<file path="src/rtl/serial_adder_pkg.sv">
// Shared definitions for the bit-serial adder: FSM state encoding and
// the helper that sizes the bit counter from the operand width.
package serial_adder_pkg;

    typedef enum logic {
        IDLE  = 1'b0,
        SHIFT = 1'b1
    } state_e;

    function automatic int cnt_width(input int w);
        return $clog2(w);
    endfunction

endpackage

</file>
<file path="src/rtl/fa_cell.sv">
// One-bit full adder; the only arithmetic logic in the serial adder.
module fa_cell (
    input  logic a,
    input  logic b,
    input  logic cin,
    output logic sum,
    output logic cout
);

    assign sum  = a ^ b ^ cin;
    assign cout = (a & b) | (cin & (a ^ b));

endmodule

</file>
<file path="src/rtl/serial_adder.sv">
// Bit-serial WIDTH-bit adder: feeds one operand bit pair per clock, LSB
// first, through a single full-adder cell with the carry held in a flop.
module serial_adder
    import serial_adder_pkg::*;
#(
    parameter int WIDTH = 8
) (
    input  logic             clk,
    input  logic             rst_n,
    input  logic             start,
    input  logic [WIDTH-1:0] a,
    input  logic [WIDTH-1:0] b,
    input  logic             cin,
    output logic             busy,
    output logic             done,
    output logic [WIDTH-1:0] sum,
    output logic             cout,
    output logic             ovf
);

    localparam int            CW   = cnt_width(WIDTH);
    localparam logic [CW-1:0] LAST = CW'(WIDTH - 1);

    state_e           state_q;
    logic [WIDTH-1:0] ra_q, rb_q, sum_q;
    logic [WIDTH-2:0] sh_q;
    logic [CW-1:0]    cnt_q;
    logic             c_q, cout_q, ovf_q, done_q;

    logic             cell_s, cell_co;
    logic [WIDTH-1:0] sh_d;

    fa_cell u_fa_cell (
        .a    (ra_q[0]),
        .b    (rb_q[0]),
        .cin  (c_q),
        .sum  (cell_s),
        .cout (cell_co)
    );

    // Sum bits enter at the MSB end, so after WIDTH shifts bit 0 sits at sum[0].
    assign sh_d = {cell_s, sh_q};

    always_ff @(posedge clk or negedge rst_n) begin
        // NOTE: the shift registers are reset too, so sum reads 0 straight out of reset.
        if (!rst_n) begin
            state_q <= IDLE;
            ra_q    <= '0;
            rb_q    <= '0;
            sh_q    <= '0;
            sum_q   <= '0;
            cnt_q   <= '0;
            c_q     <= 1'b0;
            cout_q  <= 1'b0;
            ovf_q   <= 1'b0;
            done_q  <= 1'b0;
        end else begin
            // NOTE: non-blocking throughout, so every term below reads pre-edge values.
            done_q <= 1'b0;
            case (state_q)
                IDLE: begin
                    if (start) begin
                        ra_q    <= a;
                        rb_q    <= b;
                        c_q     <= cin;
                        cnt_q   <= '0;
                        sh_q    <= '0;
                        state_q <= SHIFT;
                    end
                end
                SHIFT: begin
                    ra_q  <= ra_q >> 1;
                    rb_q  <= rb_q >> 1;
                    sh_q  <= sh_d[WIDTH-1:1];
                    c_q   <= cell_co;
                    cnt_q <= cnt_q + CW'(1);
                    if (cnt_q == LAST) begin
                        sum_q   <= sh_d;
                        cout_q  <= cell_co;
                        ovf_q   <= c_q ^ cell_co;
                        done_q  <= 1'b1;
                        state_q <= IDLE;
                    end
                end
                default: state_q <= IDLE;
            endcase
        end
    end

    assign busy = (state_q == SHIFT);
    assign done = done_q;
    assign sum  = sum_q;
    assign cout = cout_q;
    assign ovf  = ovf_q;

endmodule

</file>
<file path="config.mk">
export PLATFORM = sky130hd
export DESIGN_NAME = serial_adder
export DESIGN_NICKNAME = d
export VERILOG_FILES = /design/src/rtl/serial_adder_pkg.sv /design/src/rtl/fa_cell.sv /design/src/rtl/serial_adder.sv
export SDC_FILE = /design/constraint.sdc
export NUM_CORES = 1
export LEC_CHECK = 0
export ABC_AREA = 0
export CORE_MARGIN = 10
export CORE_UTILIZATION = 50
export DETAILED_ROUTE_END_ITERATION = 16
export DONT_BUFFER_PORTS = 1
export SLEW_MARGIN = 20
export SYNTH_ARGS = -nofsm -noshare
export SYNTH_HDL_FRONTEND = slang
export SYNTH_SLANG_ARGS = --single-unit
</file>
<file path="constraint.sdc">
create_clock -name clk -period 1.55 [get_ports clk]
set_input_delay 0.0775 -clock clk [delete_from_list [all_inputs] [get_ports clk]]
set_output_delay 0.0775 -clock clk [all_outputs]
set_load 0.02 [all_outputs]
</file>
Yosys cells after proc, flatten, opt, wreduce, memory -nomap -nowiden
Cells that the tools add are included.
Storage, ports and cells
  output and inout bits: 12
  register bits: 39
Cells by class
  add/subtract/negate cells: 1
  muxes and demuxes: 15
  bitwise logic cells: 7
  reduce and logical (&&, ||, !) cells: 1
  equal/unequal tests: 2
Operators with widths (count)
  $pmux W8 S2: 2
  $mux W8: 2
  $pmux W7 S2: 1
  $mux W7: 1
  $pmux W3 S2: 1
  $mux W1: 5
  $pmux W1 S2: 2
  $add A3 B1 Y3 const B: 1
  $eq A3 B3 Y1 const B: 1
  $mux W3: 1
  $xor A1 B1 Y1: 3
  $and A1 B1 Y1: 2
  $ne A2 B2 Y1 const B: 1
  $reduce_and A2 Y1: 1
  $not A1 Y1: 1
  $or A1 B1 Y1: 1

Longest topological paths before layout
Gate-level depths: netlist (run 1).
  depth in word-level cells: 4
  depth in mapped cells: 5
  gate-level depth less buffers: 4

Modules after synthesis
From an unflattened synthesis (run 1), not the netlist that was laid out.
Second synthesis, totals
  cells, all modules: 139
  area, all modules: 1706.6 um^2
Modules (own cells, without submodules)
  serial_adder: area each 1686.6 um^2, instances 1, cells each 138
  fa_cell: area each 20.0 um^2, instances 1, cells each 1

Least setup slack after synthesis (run 1)
OpenSTA, ideal clock, no wires.
  kind: register to register
  start point: register cnt_q[0]
  end point: register cout_q (netlist: cout)
  path slack: 124 ps
  library setup time: 125 ps
  arrival: 1301 ps
  clock period less this slack: 1426 ps
  buffers on the path: 1
  cell stages (with the launch flop): 6
  path through: dfrtp_1 -> ha_1 -> ha_1 -> nand2_1 -> buf_6 -> mux2_4
Between the ends
  cells in the longest elaborated chain, start to end: 2
Ends and longest elaborated chain
  start: declaration: line serial_adder.sv:27  | logic [CW-1:0] cnt_q;
  start signal: assignment: line serial_adder.sv:76  | cnt_q <= cnt_q + CW'(1);
  $eq A3 B3 Y1: line serial_adder.sv:77  | if (cnt_q == LAST) begin
  $reduce_and A2 Y1 (no line)
  end signal: assignment: line serial_adder.sv:79  | cout_q <= cell_co;
  end: declaration: line serial_adder.sv:28  | logic c_q, cout_q, ovf_q, done_q;
Every way passes these cells.
A chain may end at the register's enable or synchronous reset.

Final worst setup path (run 1)
  start point: register cnt_q[0]
  end point: register sum_q[7] (netlist: sum[7])
Between the ends
  cells in the longest elaborated chain, start to end: 2
Ends and longest elaborated chain
  $eq A3 B3 Y1: line serial_adder.sv:77
  $reduce_and A2 Y1 (no line)
  end signal: assignment: line serial_adder.sv:51  | sum_q <= '0;
  end signal: assignment: line serial_adder.sv:78  | sum_q <= sh_d;
  end: declaration: line serial_adder.sv:25  | logic [WIDTH-1:0] ra_q, rb_q, sum_q;
Every way passes these cells.

==> key figures, run 1 <==
STA
  • Pins Over Slew Limit: 0
  • Clock skew: about 0.0055 ns
  • Tcrit/Tclk final: 95.4%
  • Tmin final: ~1.5 ns
  • Fin. Hold Viols: 0
  • Achievable Freq: 0.676 GHz
  • Hold slack: 0.0224 ns
  • Setup Total Neg Slack: 0 ns
  • RSZ-0062 raised after global routing: false
  • Worst-margin pin slew: 0.244 ns
  • # setup viols final: 0
  • Max_slew headroom: 83.7%

Route
  • WL final: around 3200 um
  • Total number of vias: 1057
  • Residual DRC count: 0
  • Detailed Routing Iterations Pass 1: 4
  • Antenna viol nets, final: 0
  • Iteration-0 DRC Markers: 101
  • Via density: between 5 and 6
  • Wire per inst: 15.4 um

Floorplanning
  • Floorplan die width: 78.4 um
  • Initial Util: 51.5%
  • Core area: about 3300 um^2
  • Die ar.: 6150 um^2
  • Die Span Y: between 70 and 80 um
  • Std-Cell Rows: 21
  • I/O pins: 32

Power and ir drop
  • Reg power frac: 53.2%
  • Internal: 2.22 mW
  • Sw Share: 36.0%
  • Power density cells: roughly 1700 nW/um^2
  • Comb pwr share: about a third
  • Worst vdd ir: 0.804 mV
  • Clock share of power: 13.4%
  • Overall power: between 3 and 4 mW
  • Leak Pwr: 0.992 nW
  • Sw Pwr: 1.25 mW

GRT
  • Initial antenna violation count: 0
  • GRT overflow: 0
  • Total GRT Usage: 11.3%
  • Vias in the first global route: 1122
  • First-pass GRT wire length: 5490 um
  • Largest net degree at the start of global routing: 52

Finish
  • Layout filler cell count: between 200 and 300
  • Layout area overhead: 17.7%
  • Layout cell share with drive strength beyond 1: 12.6%
  • Core Util, Final: 60.7%
  • Nets@finish: between 150 and 200
  • Ant diodes: 0

Critical path
  • Crit Path Max Fanout: 11
  • Setup crit end kind: flop
  • RR Startpoint: cnt_q[0]
  • Worst endpoint required time: 1.78 ns
  • CP Launch Type: flop
  • CP Class: reg -> reg
  • CP startpoint: cnt_q[0]
  • Worst path arrival time: around 1.7 ns

Clocking
  • Cts bufs inserted: 5
  • Clock slew at reported path FFs: 0.10 ns
  • Post-CTS resize count: 0
  • Clock Latency Late Sink: 0.34 ns
  • H-tree depth: 2
  • Clock root buffer: clkbuf_4
  • CTS tree: built
  • Sink Count: 39
  • Max Root-Sink Buffers: 2

Min path
  • Origin of the worst min-delay path: start
  • Hold WC Path Type: in -> reg

Logic synthesis
  • Yosys cell types: 17
  • Post-synth top area share: 57.2%
  • Synth Flop Type: dfrtp_1
  • Largest area contributor in the synthesized netlist: dfrtp_1
  • Post-synth EDFFs: 0
  • Yosys warning count: 0
  • Synth cell count leaders: 39 x dfrtp_1, 22 x nand2_1, 21 x o21ai_0
  • Most numerous cell in the Yosys netlist: dfrtp_1
  • Cell Area, Synth: approximately 1700 um^2
  • Synth area leaders: dfrtp_1 57%, mux2i_1 11%, mux2_4 7.9%, o21ai_0 6.2%, nand2_1 4.8%
  • Sequential-to-total area share from yosys stat: 57.2%
  • Flops & latches, synth: 39
  • Asr flop ratio synth: 100%
  • Gate Count Post-Synth: 139
  • Synthesized area per cell: 12.3 um^2
  • Post-synthesis net count: 162

Placed design
  • # port buffers: 0
  • HPWL Detailed: 2020 um
  • Routability cong.: 0.703

Job
  • Max_cap viols: 0

Outcome
  • Status: finished clean
[per-stage QoR]
step | std cells | cell area, um^2 | worst slack (ns)
4_1_cts | 204 | 2000 | 0.0323
5_1_grt | 205 | 2010 | 0.0148
3_3_place_gp | 178 | 1740 | 0.0922
3_5_place_dp | 178 | 1740 | 0.0417
6_report | 205 | 2010 | 0.0714
2_1_floorplan | 139 | 1710 | 0.124
[final cells by class]
| type | count | area (um^2) | area share (%) |
|---|---|---|---|
| Timing Repair Buffer | 23 | 268 | 13.3 |
| Inverter | 2 | 7.51 | 0.374 |
| Sequential cell | 39 | 976 | 48.6 |
| Tap cell | 46 | 57.6 | 2.86 |
| Clock buffer | 6 | 41.3 | 2.05 |
| Multi-Input combinational cell | 89 | 659 | 32.8 |
[layout by cell type, fill, tap and decap left out]
cell           count
xor2_1             1
buf_4              1
clkbuf_1           1
nand2_1           22
mux2_4             9
mux2i_1           19
dlygate4sd3_1     18
inv_1              2
fa_1               1
o21ai_0           21
a22o_1             3
buf_12             4
dfrtp_1           39
ha_1               2
nor2_1             3
clkbuf_4           5
nand2b_1           7
mux2_2             1
[power groups by stage]
stage / Sequential (mW) / Combinational [mW] / Clock, mW
6_report: 1.84 / 1.16 / 0.464
5_1_grt: 1.90 / 1.31 / 0.522
4_1_cts: 1.86 / 1.15 / 0.479
3_5_place_dp: 1.88 / 1.06 / 0
3_3_place_gp: 1.86 / 1.02 / 0
2_1_floorplan: 1.80 / 0.895 / 0
[sequential cells by signal, indices dropped and copies added (netlist names)]
name and cells:
ovf 1, ra_q 8, busy 1, cout 1, sh_q 7, sum 8, c_q 1, done 1
cnt_q 3, rb_q 8
[cells by family (layout without fill, tap and decap cells)]
| group | Yosys count | in the layout | share of synthesized area [%] |
|---|---|---|---|
| AND/OR/NAND/NOR | 32 | 32 | 8.06 |
| multiplexers | 29 | 29 | 19.7 |
| flip-flops | 39 | 39 | 57.2 |
| XOR/XNOR | 1 | 1 | 0.513 |
| AO/OA/AOI/OAI | 24 | 24 | 7.70 |
| buffers and inverters | 11 | 31 | 4.18 |
| adder cells (fa/ha/maj) | 3 | 3 | 2.64 |
[metal layers]
metal / GRT usage, % / share of wire (%)
met1: 14.4 / 44
met2: 16.0 / 47
met3: 4.33 / 7.0
met4: 6.45 / 2.0
met5: 0 / 0
[repair_timing]
action	CTS	global route
setup buffers	0	1
endpoints found under the hold margin	64	0
endpoints found under the setup margin	0	1
hold buffers	20	0
[path summary, 6_finish.rpt]
check                          end  slack, ns  cells past startpoint
max in group asynchronous  rb_q[5]       1.17                      2
max                         sum[7]       0.07                      5
max reg2reg                 sum[7]       0.07                      5
min reg2reg                ra_q[1]       0.49                      2
min in group asynchronous      c_q       0.19                      2
min                        sh_q[0]       0.02                      2
[critical path: stages (launching register included)]
cell and delay, ns:
dfrtp_1 0.39, ha_1 0.20, ha_1 0.18, nand2_1 0.12
buf_12 0.15, mux2_2 0.33
(Power assumes the default switching activity.)
==> inputs of run 2 (changes only) <==
--- a/config.mk
+++ b/config.mk
@@ -6,10 +6,13 @@
 export NUM_CORES = 1
 export LEC_CHECK = 0
 export ABC_AREA = 0
+export CELL_PAD_IN_SITES_DETAIL_PLACEMENT = 0
+export CELL_PAD_IN_SITES_GLOBAL_PLACEMENT = 1
 export CORE_MARGIN = 10
-export CORE_UTILIZATION = 50
+export CORE_UTILIZATION = 49
 export DETAILED_ROUTE_END_ITERATION = 16
 export DONT_BUFFER_PORTS = 1
+export PLACE_DENSITY_LB_ADDON = 0.1
 export SLEW_MARGIN = 20
 export SYNTH_ARGS = -nofsm -noshare
 export SYNTH_HDL_FRONTEND = slang
==> key figures, run 2 (synthesis gave the netlist of run 1 again) <==
Finish
  • Layout area overhead: 21.9%
  • Core Util, Final: 61.9%
  • Layout filler cell count: 286
  • Nets@finish: 184
  • Layout Cells excl Fill: 208
  • Ant diodes: 0
  • Commonest non-fill, non-tap cell in the layout: dfrtp_1
  • Commonest cells after routing, fill and taps aside: 39 x dfrtp_1, 22 x nand2_1, 21 x o21ai_0
  • Layout cell share with drive strength beyond 1: 14.8%

Floorplanning
  • Floorplan die width: 79.0 um
  • Std-Cell Rows: 21
  • Core area: 3360 um^2
  • Initial Util: 50.7%
  • Die ar.: 6240 um^2
  • I/O pins: 32
  • Die Span Y: 79.0 um

STA
  • RSZ-0062 raised after global routing: false
  • # setup viols final: 0
  • Clock skew: 0.0120 ns
  • Tcrit/Tclk final: 95.1%
  • Setup Total Neg Slack: 0 ns
  • Worst-margin pin slew: 0.246 ns
  • Hold slack: 0.0266 ns
  • Pins Over Slew Limit: 0
  • Fin. Hold Viols: 0
  • Max_slew headroom: 83.6%
  • Achievable Freq: just under 0.7 GHz
  • Tmin final: approximately 1.5 ns

Placed design
  • HPWL Detailed: 1990 um
  • Placed cells: 178
  • # port buffers: 0
  • Routability cong.: 0.649

Power and ir drop
  • Sw Share: 33.6%
  • Comb pwr share: 30.5%
  • Sw Pwr: 1.30 mW
  • Worst vdd ir: 0.789 mV
  • Internal: 2.57 mW
  • Reg power frac: 47.4%
  • Clock share of power: 22.1%
  • Leak Pwr: 1.02 nW
  • Overall power: 3.87 mW
  • Power density cells: between 1500 and 2000 nW/um^2

Route
  • Iteration-0 DRC Markers: 33
  • Detailed Routing Iterations Pass 1: 4
  • Total number of vias: 1046
  • Residual DRC count: 0
  • WL final: 3100 um
  • Wire per inst: 14.9 um
  • Via density: 5.03
  • Antenna viol nets, final: 0

Outcome
  • Status: finished clean

Clocking
  • Cts bufs inserted: 5
  • Post-CTS resize count: 0
  • Sink Count: 39
  • Clock root buffer: clkbuf_4
  • Max Root-Sink Buffers: 2
  • CTS tree: built
  • Clock slew at reported path FFs: 0.13 ns
  • H-tree depth: 2
  • Clock Latency Late Sink: 0.35 ns

GRT
  • Met3 Track Usage GR: between 5 and 6%
  • First-pass GRT wire length: 5290 um
  • GRT overflow: 0
  • GRT busiest layer: met2
  • Initial antenna violation count: 0
  • Largest net degree at the start of global routing: 52
  • Vias in the first global route: roughly 1100
  • Met1 GRT Util: 13.1%
  • Total GRT Usage: 10.5%
  • Met2 track demand over resource: 15.0%

Critical path
  • Worst endpoint required time: around 1.8 ns
  • CP Launch Type: flop
  • Setup crit end kind: flop
  • Crit Path Max Fanout: 11
  • Worst path arrival time: between 1.5 and 2 ns
  • CP Class: reg -> reg

Job
  • Max_cap viols: 0

Min path
  • Hold WC Path Type: in -> reg
==> run 2: cell types whose count changed in the layout (fill, tap and decap cells not counted) <==
cell        previous run  this run
bufinv_16              0         2
clkbuf_1               1         0
clkinvlp_4             0         1
buf_4                  1         2
==> run 2: worst paths after layout <==
check | from | to | slack [ns] | cells after the start
max in group asynchronous | rst_n | cnt_q[1] | 1.18 | 2
max reg2reg | cnt_q[0] | sum[7] | 0.08 | 5
min in group asynchronous | rst_n | sum[7] | 0.16 | 2
min reg2reg | rb_q[1] | rb_q[0] | 0.50 | 2
min | start | busy | 0.03 | 3
max | cnt_q[0] | sum[7] | 0.08 | 5
==> run 2: what timing repair did <==
item	CTS	global route
hold endpoints to repair	67	0
endpoints found under the setup margin	0	2
setup buffers	0	2
hold buffers	20	0
==> run 2: worst max-delay path, cell delays in order, from the launching register on <==
cell and delay (ns):
dfrtp_1 0.40, ha_1 0.20, ha_1 0.19, nand2_1 0.11, buf_12 0.15, mux2_2 0.33
==> run 2: final cells by class <==
cell class | count | area, um^2 | area share [%]
Clock buffer | 5 | 37.5 | 1.80
Clock inverter | 3 | 67.6 | 3.25
Inverter | 2 | 7.51 | 0.361
Multi-Input combinational cell | 89 | 659 | 31.7
Sequential cell | 39 | 976 | 46.9
Tap cell | 46 | 57.6 | 2.77
Timing Repair Buffer | 24 | 275 | 13.2
==> run 2: through the flow <==
step / worst slack, ns / instance area [um^2]
after floorplan: 0.124 / 1710
after global placement: 0.0884 / 1740
after detailed placement: 0.0440 / 1740
after CTS: 0.0396 / 2070
after global routing: 0.0283 / 2080
final: 0.0757 / 2080
==> run 2: power groups by stage <==
stage | registers [mW] | logic [mW] | clock network (mW)
6_report | 1.83 | 1.18 | 0.856
3_5_place_dp | 1.87 | 1.07 | 0
3_3_place_gp | 1.86 | 1.02 | 0
2_1_floorplan | 1.80 | 0.895 | 0
4_1_cts | 1.85 | 1.15 | 0.879
5_1_grt | 1.90 | 1.33 | 0.913
==> run 2: metal layers <==
layer  wire length, um  up-vias
met4                40        0
li1                  -      520
met1              1480      492
met5                 0        -
met3               242        6
met2              1330       28
==> inputs of run 3 (changes only) <==
--- a/config.mk
+++ b/config.mk
@@ -9,7 +9,7 @@
 export CELL_PAD_IN_SITES_DETAIL_PLACEMENT = 0
 export CELL_PAD_IN_SITES_GLOBAL_PLACEMENT = 1
 export CORE_MARGIN = 10
-export CORE_UTILIZATION = 49
+export CORE_UTILIZATION = 50
 export DETAILED_ROUTE_END_ITERATION = 16
 export DONT_BUFFER_PORTS = 1
 export PLACE_DENSITY_LB_ADDON = 0.1
==> constraint.sdc (replaced) <==
create_clock -name clk -period 1.7 [get_ports clk]
set_input_delay 0.085 -clock clk [delete_from_list [all_inputs] [get_ports clk]]
set_output_delay 0.085 -clock clk [all_outputs]
set_load 0.02 [all_outputs]
==> key figures, run 3 (synthesis gave the netlist of run 1 again) <==
Route
  • Residual DRC count: 0
  • Iteration-0 DRC Markers: 50
  • Via density: between 5 and 6
  • WL final: 3100 um
  • Met2 Wirelength: around 1400 um
  • Detailed Routing Iterations Pass 1: 4
  • Max layer used: met4
  • Wire per inst: 15.1 um
  • Met1 wire length: 1390 um
  • Metal3 WL: 239 um
  • Antenna viol nets, final: 0
  • Total number of vias: 1047

Floorplanning
  • Initial Util: 51.5%
  • Std-Cell Rows: 21
  • Die Span Y: a little under 80 um
  • Floorplan die width: 78.4 um
  • Core area: 3310 um^2
  • Die ar.: between 6000 and 7000 um^2
  • I/O pins: 32

Critical path
  • Setup crit end kind: flop
  • Slowest library cell on the worst path: dfrtp_1
  • Critical path's most frequent cell: ha_1
  • Worst R2R Setup Slack: 0.18 ns
  • CP Launch Type: flop
  • Crit Path Max Fanout: 11
  • Slowest stage delay, CP: 0.41 ns
  • Critical R2R Capture: sum[7]
  • Worst path arrival time: 1.75 ns
  • Worst endpoint required time: about 1.9 ns
  • Critical path cell sequence: ha_1 -> ha_1 -> nand2_1 -> buf_12 -> mux2_2
  • R2R depth: 5
  • CP Class: reg -> reg
  • RR Startpoint: cnt_q[0]

Outcome
  • Status: finished clean

Placed design
  • Routability cong.: 0.686
  • HPWL Detailed: just over 2000 um
  • Placed cells: 178
  • Dpl ws: 0.195 ns
  • # port buffers: 0

Finish
  • Commonest non-fill, non-tap cell in the layout: dfrtp_1
  • Layout cell share with drive strength beyond 1: 13.2%
  • Core Util, Final: 60.9%
  • Layout filler cell count: 300
  • Ant diodes: 0
  • Nets@finish: 182
  • Layout area overhead: 18.2%
  • Commonest cells after routing, fill and taps aside: 39 x dfrtp_1, 22 x nand2_1, 21 x o21ai_0
  • Layout Cells excl Fill: 205

Power and ir drop
  • Worst vdd ir: around 0.63 mV
  • Leak Pwr: approximately 1 nW
  • Power density cells: 1580 nW/um^2
  • Overall power: 3.19 mW

GRT
  • Initial antenna violation count: 0
  • Vias in the first global route: 1139
  • Largest net degree at the start of global routing: 52
  • Total GRT Usage: a little under an eighth
  • GRT overflow: 0
  • First-pass GRT wire length: between 5000 and 6000 um

STA
  • Setup Total Neg Slack: 0 ns
  • Max_slew headroom: 83.9%
  • Worst-margin pin slew: about 0.24 ns
  • Pins Over Slew Limit: 0
  • Clock skew: 0.00271 ns
  • Fin. Hold Viols: 0
  • Worst setup margin: roughly 0.18 ns
  • Tcrit/Tclk final: 89.2%
  • RSZ-0062 raised after global routing: false
  • # setup viols final: 0
  • Tmin final: 1.52 ns
  • Achievable Freq: 0.659 GHz

Job
  • Max_cap viols: 0

Min path
  • Hold path depth: 2
  • Hold WC Path Type: in -> reg
  • Origin of the worst min-delay path: start
  • Hold endpoint: c_q

Clocking
  • CTS tree: built
  • H-tree depth: 2
  • Sink Count: 39
  • Clock root buffer: clkbuf_4
  • Max Root-Sink Buffers: 2
  • Clock slew at reported path FFs: 0.10 ns
  • Clock Latency Late Sink: 0.33 ns
  • Cts bufs inserted: 5
  • Post-CTS resize count: 0
-- run 3: changes by cell type in the layout (fill, tap and decap cells not counted), sizes merged --
cell | previous run | this run
clkbuf | 5 | 6
buf | 6 | 4
clkinv | 0 | 1
bufinv | 2 | 0
clkinvlp | 1 | 0
-- run 3: timing repair --
item / in CTS / in global routing
endpoints found under the hold margin: 64 / 0
setup buffers: 0 / 0
endpoints found under the setup margin: 0 / 0
hold buffers: 20 / 0
-- run 3: how the worst max path moves through the flow --
stage | startpoint | endpoint
2_1_floorplan | cnt_q[0] | cout
3_3_place_gp | cnt_q[0] | sum[7]
3_5_place_dp | cnt_q[0] | sum[7]
4_1_cts | cnt_q[0] | sum[7]
5_1_grt | cnt_q[0] | sum[7]
6_report | cnt_q[0] | sum[7]
-- run 3: layer usage --
layer | track usage (%) | vias up
li1 | - | 510
met1 | 14.6 | 506
met2 | 16.9 | 25
met3 | 5.58 | 6
met4 | 3.76 | 0
met5 | 0 | -
-- run 3: cell type report --
| type | instances | area [um^2] | area share [%] |
|---|---|---|---|
| sequential | 39 | 976 | 48.4 |
| inverter | 2 | 7.51 | 0.372 |
| clock inverter | 1 | 5.00 | 0.248 |
| timing repair buffer | 22 | 260 | 12.9 |
| clock buffer | 6 | 51.3 | 2.54 |
| multi-input combinational | 89 | 659 | 32.7 |
| tap | 46 | 57.6 | 2.85 |
-- run 3: worst max-delay path: cells and delay by family, from the launching register on --
| family | cells | cell delay (ns) |
|---|---|---|
| flip-flops | 1 | 0.41 |
| adder cells (fa/ha/maj) | 2 | 0.40 |
| multiplexers | 1 | 0.34 |
| buffers and inverters | 1 | 0.16 |
| AND/OR/NAND/NOR | 1 | 0.11 |
-- run 3: report_power, final --
part	internal (mW)	switching, mW
Sequential	1.30	0.385
Combinational	0.564	0.476
Clock	0.192	0.277
-- run 3: per-stage QoR --
stage / area, um^2 / hold slack (ns)
5_1_grt: 2020 / 0.00459
2_1_floorplan: 1710 / -0.211
4_1_cts: 2020 / 0.00325
3_3_place_gp: 1740 / -0.209
6_report: 2020 / 0.00174
3_5_place_dp: 1740 / -0.209
